### src/rtl/clock_pkg.sv
// Shared definitions for the clock display: the alarm_mode field codes used by
// the time-setting controller and the digit-select/blink driver.
package clock_pkg;

  typedef enum logic [2:0] {
    MODE_NORMAL = 3'd0,
    MODE_SEC    = 3'd1,
    MODE_MIN    = 3'd2,
    MODE_HOUR   = 3'd3
  } mode_e;

  // Mode button walks NORMAL -> SEC -> MIN -> HOUR -> NORMAL.
  function automatic mode_e next_mode(input mode_e cur);
    case (cur)
      MODE_NORMAL: return MODE_SEC;
      MODE_SEC:    return MODE_MIN;
      MODE_MIN:    return MODE_HOUR;
      default:     return MODE_NORMAL;
    endcase
  endfunction

endpackage

### src/rtl/btn_debounce.sv
// One board button: 2-flop synchronizer, debounce counter and a press pulse
// on the clean 0->1 edge.
module btn_debounce #(
  parameter int DEBOUNCE_MS = 20
) (
  input  logic msecclk,
  input  logic reset,
  input  logic raw,
  output logic level,
  output logic press
);

  localparam int CNT_W = $clog2(DEBOUNCE_MS + 1);

  logic             sync1;
  logic             sync2;
  logic             level_q;
  logic [CNT_W-1:0] cnt;

  // Synchronize the raw input and count how long the synced value has
  // disagreed with the clean level; any return to agreement restarts the count.
  always_ff @(posedge msecclk) begin
    if (reset) begin
      sync1   <= 1'b0;
      sync2   <= 1'b0;
      level   <= 1'b0;
      level_q <= 1'b0;
      cnt     <= '0;
    end else begin
      sync1   <= raw;
      sync2   <= sync1;
      level_q <= level;
      if (sync2 == level) begin
        cnt <= '0;
      end else if (cnt == CNT_W'(DEBOUNCE_MS)) begin
        level <= sync2;
        cnt   <= '0;
      end else begin
        cnt <= cnt + CNT_W'(1);
      end
    end
  end

  // Press is combinational so the controller can register its reaction on
  // the very next edge.
  assign press = level & ~level_q;

endmodule

### src/rtl/set_mode_ctrl.sv
// Time-setting controller: turns the mode/up/down buttons into the field
// under edit (alarm_mode), single-cycle adjust pulses with auto-repeat, and
// the seconds-freeze flag.
module set_mode_ctrl
  import clock_pkg::*;
#(
  parameter int DEBOUNCE_MS     = 20,
  parameter int REPEAT_DELAY_MS = 500,
  parameter int REPEAT_RATE_MS  = 100,
  parameter int TIMEOUT_MS      = 10000
) (
  input  logic       msecclk,
  input  logic       reset,
  input  logic       btn_mode,
  input  logic       btn_up,
  input  logic       btn_down,
  output logic [2:0] alarm_mode,
  output logic       adj_inc,
  output logic       adj_dec,
  output logic       hold_time
);

  localparam int RPT_MAX = (REPEAT_DELAY_MS > REPEAT_RATE_MS) ? REPEAT_DELAY_MS : REPEAT_RATE_MS;
  localparam int RPT_W   = $clog2(RPT_MAX + 1);
  localparam int TO_W    = $clog2(TIMEOUT_MS + 1);

  // Only the mode button's press edge matters; its clean level is not used.
  logic mode_level_unused;
  logic mode_press;
  logic up_level;
  logic up_press;
  logic down_level;
  logic down_press;

  mode_e            state;
  logic [RPT_W-1:0] up_cnt;
  logic [RPT_W-1:0] down_cnt;
  logic             up_rate;
  logic             down_rate;
  logic [TO_W-1:0]  tout_cnt;

  logic  setting;
  logic  both_held;
  logic  up_rpt;
  logic  down_rpt;
  logic  up_evt;
  logic  down_evt;
  logic  up_restart;
  logic  down_restart;
  logic  tout_clear;
  logic  timeout_hit;
  mode_e next_state;

  btn_debounce #(.DEBOUNCE_MS(DEBOUNCE_MS)) u_deb_mode (
    .msecclk (msecclk),
    .reset   (reset),
    .raw     (btn_mode),
    .level   (mode_level_unused),
    .press   (mode_press)
  );

  btn_debounce #(.DEBOUNCE_MS(DEBOUNCE_MS)) u_deb_up (
    .msecclk (msecclk),
    .reset   (reset),
    .raw     (btn_up),
    .level   (up_level),
    .press   (up_press)
  );

  btn_debounce #(.DEBOUNCE_MS(DEBOUNCE_MS)) u_deb_down (
    .msecclk (msecclk),
    .reset   (reset),
    .raw     (btn_down),
    .level   (down_level),
    .press   (down_press)
  );

  // Decide this cycle's adjust events, repeat restarts, timeout and next mode.
  // A mode press overrides any adjust; holding up and down together disables
  // both so a stuck pair cannot spin a field.
  always_comb begin
    setting   = (state != MODE_NORMAL);
    both_held = up_level & down_level;

    up_rpt   = setting & up_level & ~both_held &
               (up_rate ? (up_cnt == RPT_W'(REPEAT_RATE_MS - 1))
                        : (up_cnt == RPT_W'(REPEAT_DELAY_MS - 1)));
    down_rpt = setting & down_level & ~both_held &
               (down_rate ? (down_cnt == RPT_W'(REPEAT_RATE_MS - 1))
                          : (down_cnt == RPT_W'(REPEAT_DELAY_MS - 1)));

    up_evt   = setting & ~both_held & ~mode_press & (up_press | up_rpt);
    down_evt = setting & ~both_held & ~mode_press & (down_press | down_rpt);

    up_restart   = ~setting | ~up_level | both_held | mode_press | up_press;
    down_restart = ~setting | ~down_level | both_held | mode_press | down_press;

    tout_clear  = ~setting | mode_press | up_press | down_press | up_rpt | down_rpt;
    timeout_hit = setting & ~tout_clear & (tout_cnt == TO_W'(TIMEOUT_MS - 1));

    next_state = state;
    if (mode_press) begin
      next_state = next_mode(state);
    end else if (timeout_hit) begin
      next_state = MODE_NORMAL;
    end
  end

  // Hold counters: restart in the delay phase on a press or any blocking
  // condition, switch to the rate phase after each repeat pulse.
  always_ff @(posedge msecclk) begin
    if (reset) begin
      up_cnt    <= '0;
      up_rate   <= 1'b0;
      down_cnt  <= '0;
      down_rate <= 1'b0;
    end else begin
      if (up_restart) begin
        up_cnt  <= '0;
        up_rate <= 1'b0;
      end else if (up_rpt) begin
        up_cnt  <= '0;
        up_rate <= 1'b1;
      end else begin
        up_cnt <= up_cnt + RPT_W'(1);
      end

      if (down_restart) begin
        down_cnt  <= '0;
        down_rate <= 1'b0;
      end else if (down_rpt) begin
        down_cnt  <= '0;
        down_rate <= 1'b1;
      end else begin
        down_cnt <= down_cnt + RPT_W'(1);
      end
    end
  end

  // Inactivity counter for the setting states, saturating at the timeout.
  always_ff @(posedge msecclk) begin
    if (reset || tout_clear) begin
      tout_cnt <= '0;
    end else if (tout_cnt != TO_W'(TIMEOUT_MS)) begin
      tout_cnt <= tout_cnt + TO_W'(1);
    end
  end

  // Mode FSM with registered adjust pulses and seconds-freeze flag.
  always_ff @(posedge msecclk) begin
    if (reset) begin
      state     <= MODE_NORMAL;
      adj_inc   <= 1'b0;
      adj_dec   <= 1'b0;
      hold_time <= 1'b0;
    end else begin
      state     <= next_state;
      adj_inc   <= up_evt;
      adj_dec   <= down_evt;
      hold_time <= (next_state == MODE_SEC);
    end
  end

  assign alarm_mode = state;

endmodule

### config.mk
export PLATFORM = sky130hd
export DESIGN_NAME = set_mode_ctrl
export DESIGN_NICKNAME = d
export VERILOG_FILES = /design/src/rtl/clock_pkg.sv /design/src/rtl/btn_debounce.sv /design/src/rtl/set_mode_ctrl.sv
export SDC_FILE = /design/constraint.sdc
export NUM_CORES = 1
export LEC_CHECK = 0
export ABC_AREA = 1
export CAP_MARGIN = 20
export CORE_ASPECT_RATIO = 1.5
export CORE_MARGIN = 1
export CORE_UTILIZATION = 47
export CTS_CLUSTER_DIAMETER = 40
export DETAILED_ROUTE_END_ITERATION = 8
export DONT_BUFFER_PORTS = 1
export GPL_TIMING_DRIVEN = 1
export PLACE_DENSITY = 0.68
export SYNTH_ARGS = -nofsm -noshare
export SYNTH_HDL_FRONTEND = slang
export SYNTH_HIERARCHICAL = 1
export SYNTH_SLANG_ARGS = --single-unit
### constraint.sdc
create_clock -name msecclk -period 2.1 [get_ports msecclk]
set_clock_uncertainty 0.15 [all_clocks]
set_input_delay 0.42 -clock msecclk [delete_from_list [all_inputs] [get_ports msecclk]]
set_output_delay 0.42 -clock msecclk [all_outputs]
set_load 0.01 [all_outputs]
==> results of run 1 <==
per-layer routing:
metal | wire (um) | share of wire [%] | GRT usage [%] | up-vias
li1 | - | - | - | 1279
met1 | 2160 | 44 | 18.2 | 1041
met2 | 2520 | 51 | 28.9 | 16
met3 | 163 | 3.3 | 6.36 | 9
met4 | 95 | 1.9 | 6.25 | 0
met5 | 0 | 0 | 0 | -
state kept, by name, summed over array words and instances, names as in the netlist, 3 cells and up:
name,count
alarm_mode,3
u_deb_down/cnt,5
u_deb_up/cnt,5
tout_cnt,14
u_deb_mode/cnt,5
down_cnt,9
up_cnt,9
where the power goes:
group / total, mW / internal (mW) / switching [mW]
sequential: 1.28 / 1.28 / 0.00441
combinational: 0.0234 / 0.00857 / 0.0148
clock: 0.932 / 0.457 / 0.475
worst max-delay path, delay by kind of cell, from the launching register on:
family	cells	cell delay [ns]
AND/OR/NAND/NOR	8	0.98
flip-flops	1	0.37
adder cells (fa/ha/maj)	1	0.19
worst max-delay path by stage:
stage                            from     endpoint  slack (ns)  cells after the start
after global routing      tout_cnt[0]    hold_time        0.17                      9
after global placement    tout_cnt[0]    hold_time        0.40                      9
final                     tout_cnt[0]    hold_time        0.36                      9
after floorplan           down_cnt[0]  down_cnt[8]        0.58                      6
after detailed placement  tout_cnt[0]    hold_time        0.38                      9
after CTS                 tout_cnt[0]    hold_time        0.35                      9
layout by cell type, fill, tap and decap left out:
cell / n
nor2_1: 80
nand2_1: 68
dfxtp_1: 67
inv_1: 58
nand3_1: 21
a21oi_1: 13
inv_2: 10
xor2_1: 10
ha_1: 10
clkbuf_8: 10
xnor2_1: 9
nor3_1: 8
nand4_1: 8
nor2_2: 7
nand3_2: 6
clkinvlp_4: 3
nor3_2: 2
nand3_4: 2
nor4_2: 2
nor2_4: 2
nand2_2: 2
nor3_4: 2
nor4_1: 2
o21a_1: 2
or2_2: 2
clkinv_2: 2
o21bai_1: 1
inv_4: 1
o21ai_2: 1
nor3b_2: 1
a31oi_1: 1
o21bai_4: 1
nor2_8: 1
o21ai_0: 1
nand4_2: 1
o211a_1: 1
or2_0: 1
clkinv_4: 1
dlygate4sd3_1: 1
buf_4: 1
Yosys cell counts (6+ instances only):
library cell | instances | share of area (%)
nor2_1 | 80 | 9.6
nand2_1 | 68 | 8.2
dfxtp_1 | 67 | 43
inv_1 | 58 | 7.0
nand3_1 | 21 | 3.4
a21oi_1 | 13 | 2.1
ha_1 | 10 | 4.0
inv_2 | 10 | 1.2
xor2_1 | 10 | 2.8
xnor2_1 | 9 | 2.5
nand4_1 | 8 | 1.6
nor3_1 | 8 | 1.3
nor2_2 | 7 | 1.4
nand3_2 | 6 | 1.9
kinds of logic (layout without fill, tap and decap cells):
group	after synthesis	count (layout)	share of synthesized area [%]
buffers and inverters	71	87	9.07
xor gates and xnor gates	19	19	5.31
AOI/OAI and AO/OA	21	21	4.35
and+or+nand+nor	218	218	34.4
adders and majority gates	10	10	4.00
DFF	67	67	42.8
area by class of cell:
type	instances	area [um^2]	area share, %
Timing Repair Buffer	2	17.5	0.515
Multi-Input combinational cell	268	1510	44.3
Sequential cell	67	1340	39.4
Clock inverter	6	41.3	1.21
Clock buffer	10	138	4.05
Tap cell	76	95.1	2.80
Inverter	69	262	7.69
==> out/metrics.yaml, run 1 <==
rsz0062_at_grt: "false"
status: "finished, final reports clean"
gp_congestion: 0.782
total_power_mw: 2.24
dp_hpwl_mm: 3.66
dr.pass1.iters: 4
nets: 432
dieWidth_um: 68.7
power.leakage_nw: 1.29
synthCells: 406
drive_gt1_share_pct: 14.2
drc: 0
min_period_ns: 1.74
overflow: 0
grt_pass1_vias: 2129
yosys.cell_types.count: 35
routedWlPerCell_um: 9.93
r2r_cells: 9
tightest_slew_ns: 0.434
initialDrtViolationCount: 92
final_area_um2: 3400
finalSetupViolations: 0
worstPathCellList: "ha_1 > nand2_1 > nor2_1 > nand4_2 > nor2_2 > nand3_2 > nand2_1 > nand3_1 > nor2_1"
die-area_um2: 7000
grt_pass1_wl_mm: 8.77
ioPinCount: 11
critPathRequiredTime_ns: 2.23
antenna_found_initial: 0
portBuffers: 0
fmax_mhz: 575
yosysSeqAreaShare_pct: 42.8
place_ws_ns: 0.378
worstHoldStart: "btn_mode"
ys_ff_latch: 67
cts_max_path_buffers: 2
clk_latency_ns: 0.34
whs_path_depth: 2
relSlewSlack_pct: 70.8
setup_ws_ns: 0.361
postRouteAntennaNets: 0
cts_setup_buffers: 0
hold_path_class: "primary input to flip-flop"
place_inst: 481
max_stage_delay_ns: 0.37
cap_violations: 0
grt_max_degree: 15
end_kind: "flip-flop"
htreeDepth: 3
holdBufCountCts: 1
clock_sinks: 67
ys_warn_count: 6
area_growth_pct: 8.59
root_buffer: "clkbuf_8"
peakVddDrop_uv: 442
synth_nets: 421
worstHoldEndpoint: "u_deb_mode/sync1"
cts_buffers: 9
initial_utilization_pct: 48.3
crit_path_start_kind: "flip-flop"
critPathSlowestCell: "dfxtp_1"
crit_type: "flip-flop to flip-flop"
r2r_end: "hold_time"
vias: 2345
fin_util_pct: 52.4
synth.cell_area_um2: 3130
vias_per_cell: 4.71
fin_setup_tns_ns: 0
fillers: 621
postSynth.asyncResetShare_pct: 0
slew_viol_final: 0
ctsResizeCount: 0
placed_cell_area_um2: 3210
period_share_pct: 82.8
r2r-start: "tout_cnt[0]"
holdWs_ns: 0.0282
totalWireLength_mm: 4.94
diodes: 0
synth_edf_count: 0
core_um2: 6490
crit_path_max_fanout: 4
clk_pin_slew_ns: 0.07
ys.flop_type: "dfxtp_1"
rrSetupSlack_ns: 0.36
cp.arrival_ns: 1.87
p_per_area_nw_per_um2: 658
hold_violations: 0
avgSynthCellArea_um2: 7.71
die-height_um: 102
rows: 36
track_usage_pct: 16.8
tritoncts: "built"
layout.cells.non_filler: 498
Power figures use the tool's default switching activity.
==> run 2: changes to the inputs <==
- clock period: 2.1 -> 1.83 ns (I/O delays scaled with it)
==> out/metrics.yaml, run 2 (synthesized netlist as in run 1, its figures left out) <==
status: "finished, final reports clean"  # unchanged
initialDrtViolationCount: 71  # was 92
cts_max_path_buffers: 2  # unchanged
routedWlPerCell_um: 10.5  # was 9.93 um
drive_gt1_share_pct: 16.7  # was 14.2%
fmax_mhz: 602  # was 575 MHz
vias: 2457  # was 2345
worstPathCellList: "ha_2 > nand2_1 > nor2_2 > nand2_2 > o21bai_4 > nor2_8 > nand3_4 > buf_12 > nor2_1"  # was ha_1 > nand2_1 > nor2_1 > nand4_2 > nor2_2 > nand3_2 > nand2_1 > nand3_1 > nor2_1
clock_sinks: 67  # unchanged
place_inst: 483  # was 481
grt_max_degree: 15  # unchanged
dieWidth_um: 68.7  # unchanged
p_per_area_nw_per_um2: 730  # was 658 nW/um^2
root_buffer: "clkbuf_8"  # unchanged
crit_path_max_fanout: 10  # was 4
postRouteAntennaNets: 0  # unchanged
grt_pass1_wl_mm: 9.45  # was 8.77 mm
min_period_ns: 1.66  # was 1.74 ns
fin_setup_tns_ns: 0  # unchanged
core_um2: 6490  # unchanged
track_usage_pct: 18.0  # was 16.8%
nets: 441  # was 432
clk_latency_ns: 0.34  # about the same
die-area_um2: 7000  # unchanged
critPathRequiredTime_ns: 1.90  # was 2.23 ns
dp_hpwl_mm: 3.75  # was 3.66 mm
fin_util_pct: 54.1  # was 52.4%
relSlewSlack_pct: 68.8  # was 70.8%
holdWs_ns: 0.0187  # was 0.0282 ns
finalSetupViolations: 0  # unchanged
tightest_slew_ns: 0.469  # was 0.434 ns
gp_congestion: 0.790  # was 0.782
clk_pin_slew_ns: 0.07  # about the same
layout.cells.non_filler: 507  # was 498
ioPinCount: 11  # unchanged
hold_path_class: "primary input to flip-flop"  # unchanged
antenna_found_initial: 0  # unchanged
reg.largest.list: "tout_cnt: 14 flops, down_cnt: 9 flops, up_cnt: 9 flops"  # unchanged
placed_cell_area_um2: 3230  # was 3210 um^2
cts_buffers: 9  # unchanged
final_common_cell: "nor2_1"  # unchanged
fillers: 617  # was 621
total_power_mw: 2.56  # was 2.24 mW
place_ws_ns: 0.113  # was 0.378 ns
final_cell_mix: "nor2_1 (78), nand2_1 (67), dfxtp_1 (67), inv_1 (58), nand3_1 (20)"  # was nor2_1 (80), nand2_1 (68), dfxtp_1 (67), inv_1 (58), nand3_1 (21)
end_kind: "flip-flop"  # unchanged
hold_violations: 0  # unchanged
setup_ws_ns: 0.169  # was 0.361 ns
grt_pass1_vias: 2411  # was 2129
die-height_um: 102  # unchanged
dr.pass1.iters: 5  # was 4
diodes: 0  # unchanged
period_share_pct: 90.7  # was 82.8%
vias_per_cell: 4.85  # was 4.71
peakVddDrop_uv: 470  # was 442 uV
max_stage_delay_ns: 0.36  # was 0.37 ns
htreeDepth: 3  # unchanged
crit_type: "flip-flop to flip-flop"  # unchanged
top_register: "tout_cnt"  # unchanged
slew_viol_final: 0  # unchanged
tritoncts: "built"  # unchanged
crit_path_start_kind: "flip-flop"  # unchanged
cap_violations: 0  # unchanged
totalWireLength_mm: 5.31  # was 4.94 mm
rows: 36  # unchanged
initial_utilization_pct: 48.3  # unchanged
critPathSlowestCell: "dfxtp_1"  # unchanged
area_growth_pct: 11.9  # was 8.59%
largest_reg_flops: 14  # unchanged
final_area_um2: 3510  # was 3400 um^2
portBuffers: 0  # unchanged
overflow: 0  # unchanged
power.leakage_nw: 1.34  # was 1.29 nW
drc: 0  # unchanged
cp.arrival_ns: 1.73  # was 1.87 ns
[run 2: cell count changes in the layout (fill, tap and decap cells not counted), sizes merged]
cell          previous run  this run
buf                      1         7
clkinv                   3         4
clkinvlp                 3         2
dlygate4sd3              1         3
dlymetal6s4s             0         1
[run 2: area by class of cell]
type                            instances  area (um^2)  area share (%)
Clock buffer                           10          128            3.64
Clock inverter                          6         42.5            1.21
Inverter                               69          262            7.46
Multi-Input combinational cell        268         1530            43.6
Sequential cell                        67         1340            38.3
Tap cell                               76         95.1            2.71
Timing Repair Buffer                   11          108            3.07
[run 2: what timing repair did]
| item | in CTS | in global routing |
|---|---|---|
| hold endpoints to repair | 12 | 0 |
| setup endpoints to repair | 0 | 4 |
| resized for setup | 0 | 8 |
| setup buffers | 0 | 4 |
| hold buffers | 4 | 0 |
[run 2: layer usage]
layer	GRT usage [%]	share of wire, %
met5	0	0
met4	9.29	2.8
met3	5.58	3.2
met2	32.0	54
met1	18.3	40
[run 2: power by group]
group          leakage, nW  switching [mW]  internal (mW)  total [mW]
Combinational        0.713          0.0188         0.0144      0.0331
Clock               0.0822           0.565          0.491        1.06
Sequential           0.541         0.00519           1.47        1.47
[run 2: worst paths after layout]
path	start	end	slack (ns)	depth (start not counted)
hold reg to reg	u_deb_up/sync1	u_deb_up/sync2	0.26	2
setup / recovery	up_cnt[0]	tout_cnt[6]	0.17	9
setup reg to reg	up_cnt[0]	tout_cnt[6]	0.17	9
hold / removal	reset	u_deb_mode/level	0.02	3
[run 2: worst max-delay path: cells and delay by family (launching register included)]
kind	cells	cell delay, ns
fa+ha+maj	1	0.20
flops	1	0.36
compound gates	1	0.21
buf+inv	1	0.13
simple gates	6	0.50
==> run 3: changes to the inputs <==
- SLEW_MARGIN: default -> 20
==> results of run 3 <==
No change in the layout: final DEF, timing and power equal those of run 2.
